**src/rtl/sevenseg_pkg.sv**
```systemverilog
// rtl/sevenseg_pkg.sv - shared seven-segment patterns, anode codes and digit codes
// Segment patterns are 7 bits {a,b,c,d,e,f,g}, active-low (0 = lit).
// Anode codes are active-low digit selects.
package sevenseg_pkg;

    localparam logic [6:0] SEG_0    = 7'b0000001;
    localparam logic [6:0] SEG_1    = 7'b1001111;
    localparam logic [6:0] SEG_2    = 7'b0010010;
    localparam logic [6:0] SEG_3    = 7'b0000110;
    localparam logic [6:0] SEG_4    = 7'b1001100;
    localparam logic [6:0] SEG_5    = 7'b0100100;
    localparam logic [6:0] SEG_6    = 7'b0100000;
    localparam logic [6:0] SEG_7    = 7'b0001111;
    localparam logic [6:0] SEG_8    = 7'b0000000;
    localparam logic [6:0] SEG_9    = 7'b0000100;
    localparam logic [6:0] SEG_DASH = 7'b1111110;

    localparam logic [3:0] AN_ONES      = 4'b1110;
    localparam logic [3:0] AN_TENS      = 4'b1101;
    localparam logic [3:0] AN_HUNDREDS  = 4'b1011;
    localparam logic [3:0] AN_THOUSANDS = 4'b0111;
    localparam logic [3:0] AN_BLANK     = 4'b1111;

    localparam logic [3:0] DIG_DASH = 4'hA;
    localparam logic [3:0] DIG_ERR  = 4'hF;

    typedef enum logic [1:0] {
        SEL_ONES      = 2'd0,
        SEL_TENS      = 2'd1,
        SEL_HUNDREDS  = 2'd2,
        SEL_THOUSANDS = 2'd3
    } digit_sel_e;

    typedef enum logic [1:0] {
        AN_KIND_DIGIT = 2'd0,
        AN_KIND_BLANK = 2'd1,
        AN_KIND_BAD   = 2'd2
    } anode_kind_e;

    typedef struct packed {
        anode_kind_e kind;
        digit_sel_e  sel;
    } anode_info_t;

    // Classify a stable anode value: one digit selected, all off, or anything else.
    function automatic anode_info_t decode_anode(input logic [3:0] an);
        anode_info_t info;
        info.kind = AN_KIND_DIGIT;
        info.sel  = SEL_ONES;
        case (an)
            AN_ONES:      info.sel  = SEL_ONES;
            AN_TENS:      info.sel  = SEL_TENS;
            AN_HUNDREDS:  info.sel  = SEL_HUNDREDS;
            AN_THOUSANDS: info.sel  = SEL_THOUSANDS;
            AN_BLANK:     info.kind = AN_KIND_BLANK;
            default:      info.kind = AN_KIND_BAD;
        endcase
        return info;
    endfunction

endpackage

```
**src/rtl/sevenseg_decode.sv**
```systemverilog
// rtl/sevenseg_decode.sv - seven-segment pattern to digit code decoder
// Ports:
//   i_seg     in  7  active-low segments {a,b,c,d,e,f,g}
//   o_code    out 4  0-9 digit, DIG_DASH for a lone g segment, DIG_ERR otherwise
//   o_illegal out 1  pattern is not a recognised glyph
module sevenseg_decode
    import sevenseg_pkg::*;
(
    input  logic [6:0] i_seg,
    output logic [3:0] o_code,
    output logic       o_illegal
);

    always_comb begin
        o_code    = DIG_ERR;
        o_illegal = 1'b0;
        case (i_seg)
            SEG_0:    o_code = 4'd0;
            SEG_1:    o_code = 4'd1;
            SEG_2:    o_code = 4'd2;
            SEG_3:    o_code = 4'd3;
            SEG_4:    o_code = 4'd4;
            SEG_5:    o_code = 4'd5;
            SEG_6:    o_code = 4'd6;
            SEG_7:    o_code = 4'd7;
            SEG_8:    o_code = 4'd8;
            SEG_9:    o_code = 4'd9;
            SEG_DASH: o_code = DIG_DASH;
            default: begin
                o_code    = DIG_ERR;
                o_illegal = 1'b1;
            end
        endcase
    end

endmodule

```
**src/rtl/sevenseg_capture.sv**
```systemverilog
// rtl/sevenseg_capture.sv - recovers four digits and decimal points from a scanned 7-seg bus
// Ports:
//   clk, clr (async active-low reset)
//   anode[3:0]   active-low digit select, cathode[7:0] active-low {a..g,dp}
//   ones/tens/hundreds/thousands[3:0]  decoded digit codes
//   dp[3:0]      decimal points, active-high, [0]=ones
//   frame_done   pulse when all four digits have been committed
//   seg_err      pulse on committing an illegal pattern
//   anode_err    pulse on a stable anode value that selects more than one digit
//   stale        level, no digit commit for TIMEOUT_CYCLES
module sevenseg_capture
    import sevenseg_pkg::*;
#(
    parameter int STABLE_CYCLES  = 16,
    parameter int TIMEOUT_CYCLES = 524288
)(
    input  logic       clk,
    input  logic       clr,
    input  logic [3:0] anode,
    input  logic [7:0] cathode,
    output logic [3:0] ones,
    output logic [3:0] tens,
    output logic [3:0] hundreds,
    output logic [3:0] thousands,
    output logic [3:0] dp,
    output logic       frame_done,
    output logic       seg_err,
    output logic       anode_err,
    output logic       stale
);

    localparam int SW = $clog2(STABLE_CYCLES);
    localparam int TW = $clog2(TIMEOUT_CYCLES + 1);
    localparam logic [SW-1:0] STAB_MAX = SW'(STABLE_CYCLES - 1);
    localparam logic [TW-1:0] TO_MAX   = TW'(TIMEOUT_CYCLES);

    logic [11:0]   r_sync1;
    logic [11:0]   r_sync2;
    logic [11:0]   r_prev;
    logic [SW-1:0] r_stab_cnt;
    logic          r_armed;
    logic [3:0]    r_digit [4];
    logic [3:0]    r_dp;
    logic [3:0]    r_seen;
    logic          r_frame_done;
    logic          r_seg_err;
    logic          r_anode_err;
    logic [TW-1:0] r_to_cnt;
    logic          r_stale;

    logic          w_changed;
    logic          w_commit;
    logic          w_digit_commit;
    anode_info_t   w_an;
    logic [3:0]    w_code;
    logic          w_illegal;
    logic [3:0]    w_seen_next;

    // r_prev holds the value that has been stable for r_stab_cnt cycles, so it is
    // the one committed even if the bus moves again in the commit cycle.
    assign w_changed      = (r_sync2 != r_prev);
    assign w_commit       = r_armed && (r_stab_cnt == STAB_MAX);
    assign w_an           = decode_anode(r_prev[11:8]);
    assign w_digit_commit = w_commit && (w_an.kind == AN_KIND_DIGIT);
    assign w_seen_next    = r_seen | (4'b0001 << w_an.sel);

    sevenseg_decode u_decode (
        .i_seg     (r_prev[7:1]),
        .o_code    (w_code),
        .o_illegal (w_illegal)
    );

    // Synchronizer and stability tracking. armed drops after one commit so a
    // long stable run yields a single commit.
    always_ff @(posedge clk or negedge clr) begin
        if (!clr) begin
            r_sync1    <= '1;
            r_sync2    <= '1;
            r_prev     <= '1;
            r_stab_cnt <= '0;
            r_armed    <= 1'b0;
        end else begin
            r_sync1 <= {anode, cathode};
            r_sync2 <= r_sync1;
            r_prev  <= r_sync2;
            if (w_changed) begin
                r_stab_cnt <= '0;
                r_armed    <= 1'b1;
            end else begin
                if (r_stab_cnt != STAB_MAX) begin
                    r_stab_cnt <= r_stab_cnt + 1'b1;
                end
                if (w_commit) begin
                    r_armed <= 1'b0;
                end
            end
        end
    end

    // Commit, error pulses and frame tracking.
    always_ff @(posedge clk or negedge clr) begin
        if (!clr) begin
            r_digit      <= '{default: '0};
            r_dp         <= '0;
            r_seen       <= '0;
            r_frame_done <= 1'b0;
            r_seg_err    <= 1'b0;
            r_anode_err  <= 1'b0;
        end else begin
            r_frame_done <= 1'b0;
            r_seg_err    <= 1'b0;
            r_anode_err  <= 1'b0;
            if (w_commit) begin
                case (w_an.kind)
                    AN_KIND_DIGIT: begin
                        r_digit[w_an.sel] <= w_code;
                        r_dp[w_an.sel]    <= ~r_prev[0];
                        r_seg_err         <= w_illegal;
                        // The completing commit belongs to the frame it closes.
                        if (w_seen_next == 4'hF) begin
                            r_seen       <= '0;
                            r_frame_done <= 1'b1;
                        end else begin
                            r_seen <= w_seen_next;
                        end
                    end
                    AN_KIND_BAD: r_anode_err <= 1'b1;
                    default: ;
                endcase
            end
        end
    end

    // Timeout: only digit commits (legal or not) count as bus activity.
    always_ff @(posedge clk or negedge clr) begin
        if (!clr) begin
            r_to_cnt <= '0;
            r_stale  <= 1'b1;
        end else if (w_digit_commit) begin
            r_to_cnt <= '0;
            r_stale  <= 1'b0;
        end else if (r_to_cnt != TO_MAX) begin
            r_to_cnt <= r_to_cnt + 1'b1;
            if (r_to_cnt == TO_MAX - 1'b1) begin
                r_stale <= 1'b1;
            end
        end
    end

    assign ones       = r_digit[0];
    assign tens       = r_digit[1];
    assign hundreds   = r_digit[2];
    assign thousands  = r_digit[3];
    assign dp         = r_dp;
    assign frame_done = r_frame_done;
    assign seg_err    = r_seg_err;
    assign anode_err  = r_anode_err;
    assign stale      = r_stale;

endmodule
```
**config.mk**
```make
export PLATFORM = sky130hd
export DESIGN_NAME = sevenseg_capture
export DESIGN_NICKNAME = d
export VERILOG_FILES = /design/src/rtl/sevenseg_pkg.sv /design/src/rtl/sevenseg_decode.sv /design/src/rtl/sevenseg_capture.sv
export SDC_FILE = /design/constraint.sdc
export NUM_CORES = 1
export LEC_CHECK = 0
export CORE_MARGIN = 10
export CORE_UTILIZATION = 36
export CTS_CLUSTER_DIAMETER = 60
export CTS_CLUSTER_SIZE = 30
export DETAILED_ROUTE_END_ITERATION = 6
export HOLD_SLACK_MARGIN = 0.1
export PLACE_DENSITY = 0.63
export SYNTH_ARGS = -nofsm -noshare
export SYNTH_HDL_FRONTEND = slang
export SYNTH_SLANG_ARGS = --single-unit
```
**constraint.sdc**
```tcl
create_clock -name clk -period 1.6 [get_ports clk]
set_input_delay 0.32 -clock clk [delete_from_list [all_inputs] [get_ports clk]]
set_output_delay 0.32 -clock clk [all_outputs]
set_load 0.05 [all_outputs]
```
==> reports/metrics.csv <==
metric;value;unit
status;finished with violations;
io_buffer_count;37;
grt_pass1_vias;2899;
cts_buffers;9;
power_density;780;nW/µm²
post_route_cells_drive_above_1_share;55.6;%
synth_compound_area_share;7.15;%
yosysUniqueCellTypes;55;
seq_area_frac_synth;59.0;%
rsz0062_at_grt;true;
synth_top_family_by_area;simple AND/OR/NAND/NOR gates;
die_x;123;µm
row_count;37;
r2r_slack;-250;ps
vdd_drop_max;0.425;mV
final_net_count;447;
finalHoldViolCount;0;
die_h;123;µm
worstMarginPinSlew;402;ps
async_flop_share;100;%
synthesis.area;3850;µm²
violations;negative setup slack;
slew_violations;0;
grt_pass1_wl;14.4;mm
syn_inst;323;
syn_nets;340;
core;10400;µm²
io_pins;38;
antenna_cells;0;
yosys.area_share.simple;15.5;%
root_buffer;clkbuf_8;
p_total;0.00441;W
yosys_warnings;0;
clockBufferDepth;2;
postPlaceCellArea;4770;µm²
cap_violations;0;
start_util;37.1;%
h-tree-depth;3;
cts_tree;built;
dr.pass1.iters;4;
wl_per_cell;15.8;µm
cts_sinks;89;
ant_nets;0;
synth.area.mux_share;5.85;%
final_area;5660;µm²
synth-edff-count;0;
cp.required;1840;ps
layout.cells.non_filler;571;
drtIter0Drc;167;
ff2ff_path_depth;6;
synth_seq_cells;89;
yosys_most_used_dff;dfrtp_1;
max-slew-margin-rel;73.0;%
synth.avg_cell_area;11.9;µm²
critPathKind;flip-flop to flip-flop;
mostFrequentLayoutCells;buf_4 (83), dfrtp_1 (52), dfstp_2 (37), xor2_1 (27);
overflow;0;
post-route-period-util;115;%
post-route-min-period;1850;ps
worst_slack;-248;ps
fmaxAchievable;541;MHz
dieArea;15200;µm²
r2r-start;r_prev[5];
vias;2772;
min_path_type;input port to async pin;
synth_xor_area_share;7.28;%
p_leak;2.45;nW
cp-end-kind;flip-flop;
critPathMaxFanout;8;
route.detailed.vias_per_inst;4.85;
synthAdderAreaFrac;0.975;%
track_usage;11.8;%
antenna_found_initial;0;
area_growth;46.9;%
fillers;857;
grt_start_max_net_pins;37;
setup_tns;-8470;ps
place_congestion;0.903;
cp-start-kind;flip-flop;
path_clk_slew;90;ps
wirelength;9.01;mm
layout_commonest_cell;buf_4;
dp.cells;539;
cp.arrival;2090;ps
drcViolationCount;0;
setup_viol;50;
skew;10.0;ps
clk_latency;350;ps
hpwl;5.83;mm
reg2reg_to;thousands[0];
through the flow:
| stage | setup WS [ps] | hold WS (ps) | util, % |
|---|---|---|---|
| final | -248 | 316 | 54.5 |
| after detailed placement | -220 | 134 | 46.0 |
| after global placement | -164 | 136 | 46.0 |
| after global routing | -303 | 319 | 54.5 |
| after floorplan | -140 | 24.4 | - |
| after CTS | -197 | 308 | 52.0 |
logic make-up (layout without fill, tap and decap cells):
group	after synthesis	after routing
simple gates	109	109
flops	89	89
compound gates	40	40
xor+xnor	32	32
buf+inv	31	143
mux	19	19
fa+ha+maj	3	3
sequential cells by signal, indices dropped and copies added (netlist names):
signal,flops
r_armed,1
r_sync2,12
r_stab_cnt,4
r_sync1,12
r_prev,12
tens,4
stale,1
seg_err,1
hundreds,4
ones,4
r_to_cnt,20
anode_err,1
frame_done,1
r_seen,4
thousands,4
dp,4
worst max-delay path, cell delays in order, from the launching register on:
cell,delay (ps)
dfstp_2,640
nor3_2,100
buf_4,140
and3_1,170
a21oi_1,280
o21ai_4,120
mux2_4,290
synth_stat cells, drive strengths merged (2+ instances only):
cell	number	area (µm²)
nand4	8	50.1
nor3	4	20.0
xnor2	5	43.8
nor2b	2	12.5
and3	11	71.3
nand3	11	67.6
or3	6	37.5
nor3b	2	20.0
nor4	8	56.3
ha	3	37.5
a21o	2	15.0
nor4b	2	17.5
clkbuf	2	8.75
a32o	3	30.0
and4	4	35.0
a21oi	10	57.6
xor2	27	236
o2111ai	2	17.5
nand2	17	63.8
mux2i	3	30.0
nand2b	2	12.5
nor2	29	111
dfstp	37	972
buf	19	115
o21ai	10	50.1
o211ai	2	15.0
inv	10	37.5
dfrtp	52	1300
mux2	16	195
a31oi	2	12.5
area by class of cell:
| cell class | instances | area, µm² | area share, % |
|---|---|---|---|
| clock inverters | 3 | 42.5 | 0.752 |
| multi-input cells | 203 | 1870 | 33.0 |
| flip-flops and latches | 89 | 2270 | 40.2 |
| clock buffers | 13 | 191 | 3.38 |
| well taps | 136 | 170 | 3.01 |
| repair buffers | 117 | 1070 | 19.0 |
| inverters | 10 | 37.5 | 0.664 |
where the power goes:
group	switching [W]	internal [W]	total (W)
clock	0.000773	0.000953	0.00173
combinational	0.000156	0.000155	0.000310
sequential	0.0000463	0.00233	0.00238
worst max path at each step:
| stage | from | endpoint | slack, ps | cells past startpoint |
|---|---|---|---|---|
| 2_1_floorplan | r_stab_cnt[0] | tens[0] | -140 | 6 |
| 3_3_place_gp | r_prev[9] | r_armed | -160 | 6 |
| 3_5_place_dp | r_prev[5] | tens[0] | -220 | 5 |
| 4_1_cts | r_prev[5] | hundreds[1] | -200 | 6 |
| 5_1_grt | r_prev[5] | thousands[0] | -300 | 6 |
| 6_report | r_prev[5] | thousands[0] | -250 | 6 |
per-layer routing:
layer,global-route usage (%),routed length (µm),part of all wire (%)
met1,15.2,4040,45
met2,19.0,4430,49
met3,2.92,458,5.1
met4,4.15,85,0.94
met5,0,0,0
timing repair:
| action | in CTS | in global routing |
|---|---|---|
| buffers inserted | 8 | 7 |
| cloned | 3 | 0 |
| setup endpoints to repair | 51 | 52 |
| endpoints found under the hold margin | 52 | 0 |
| pin swaps | 19 | 25 |
| hold buffers | 1 | 0 |
| gates resized for setup | 57 | 53 |
Power figures use the tool's default switching activity.
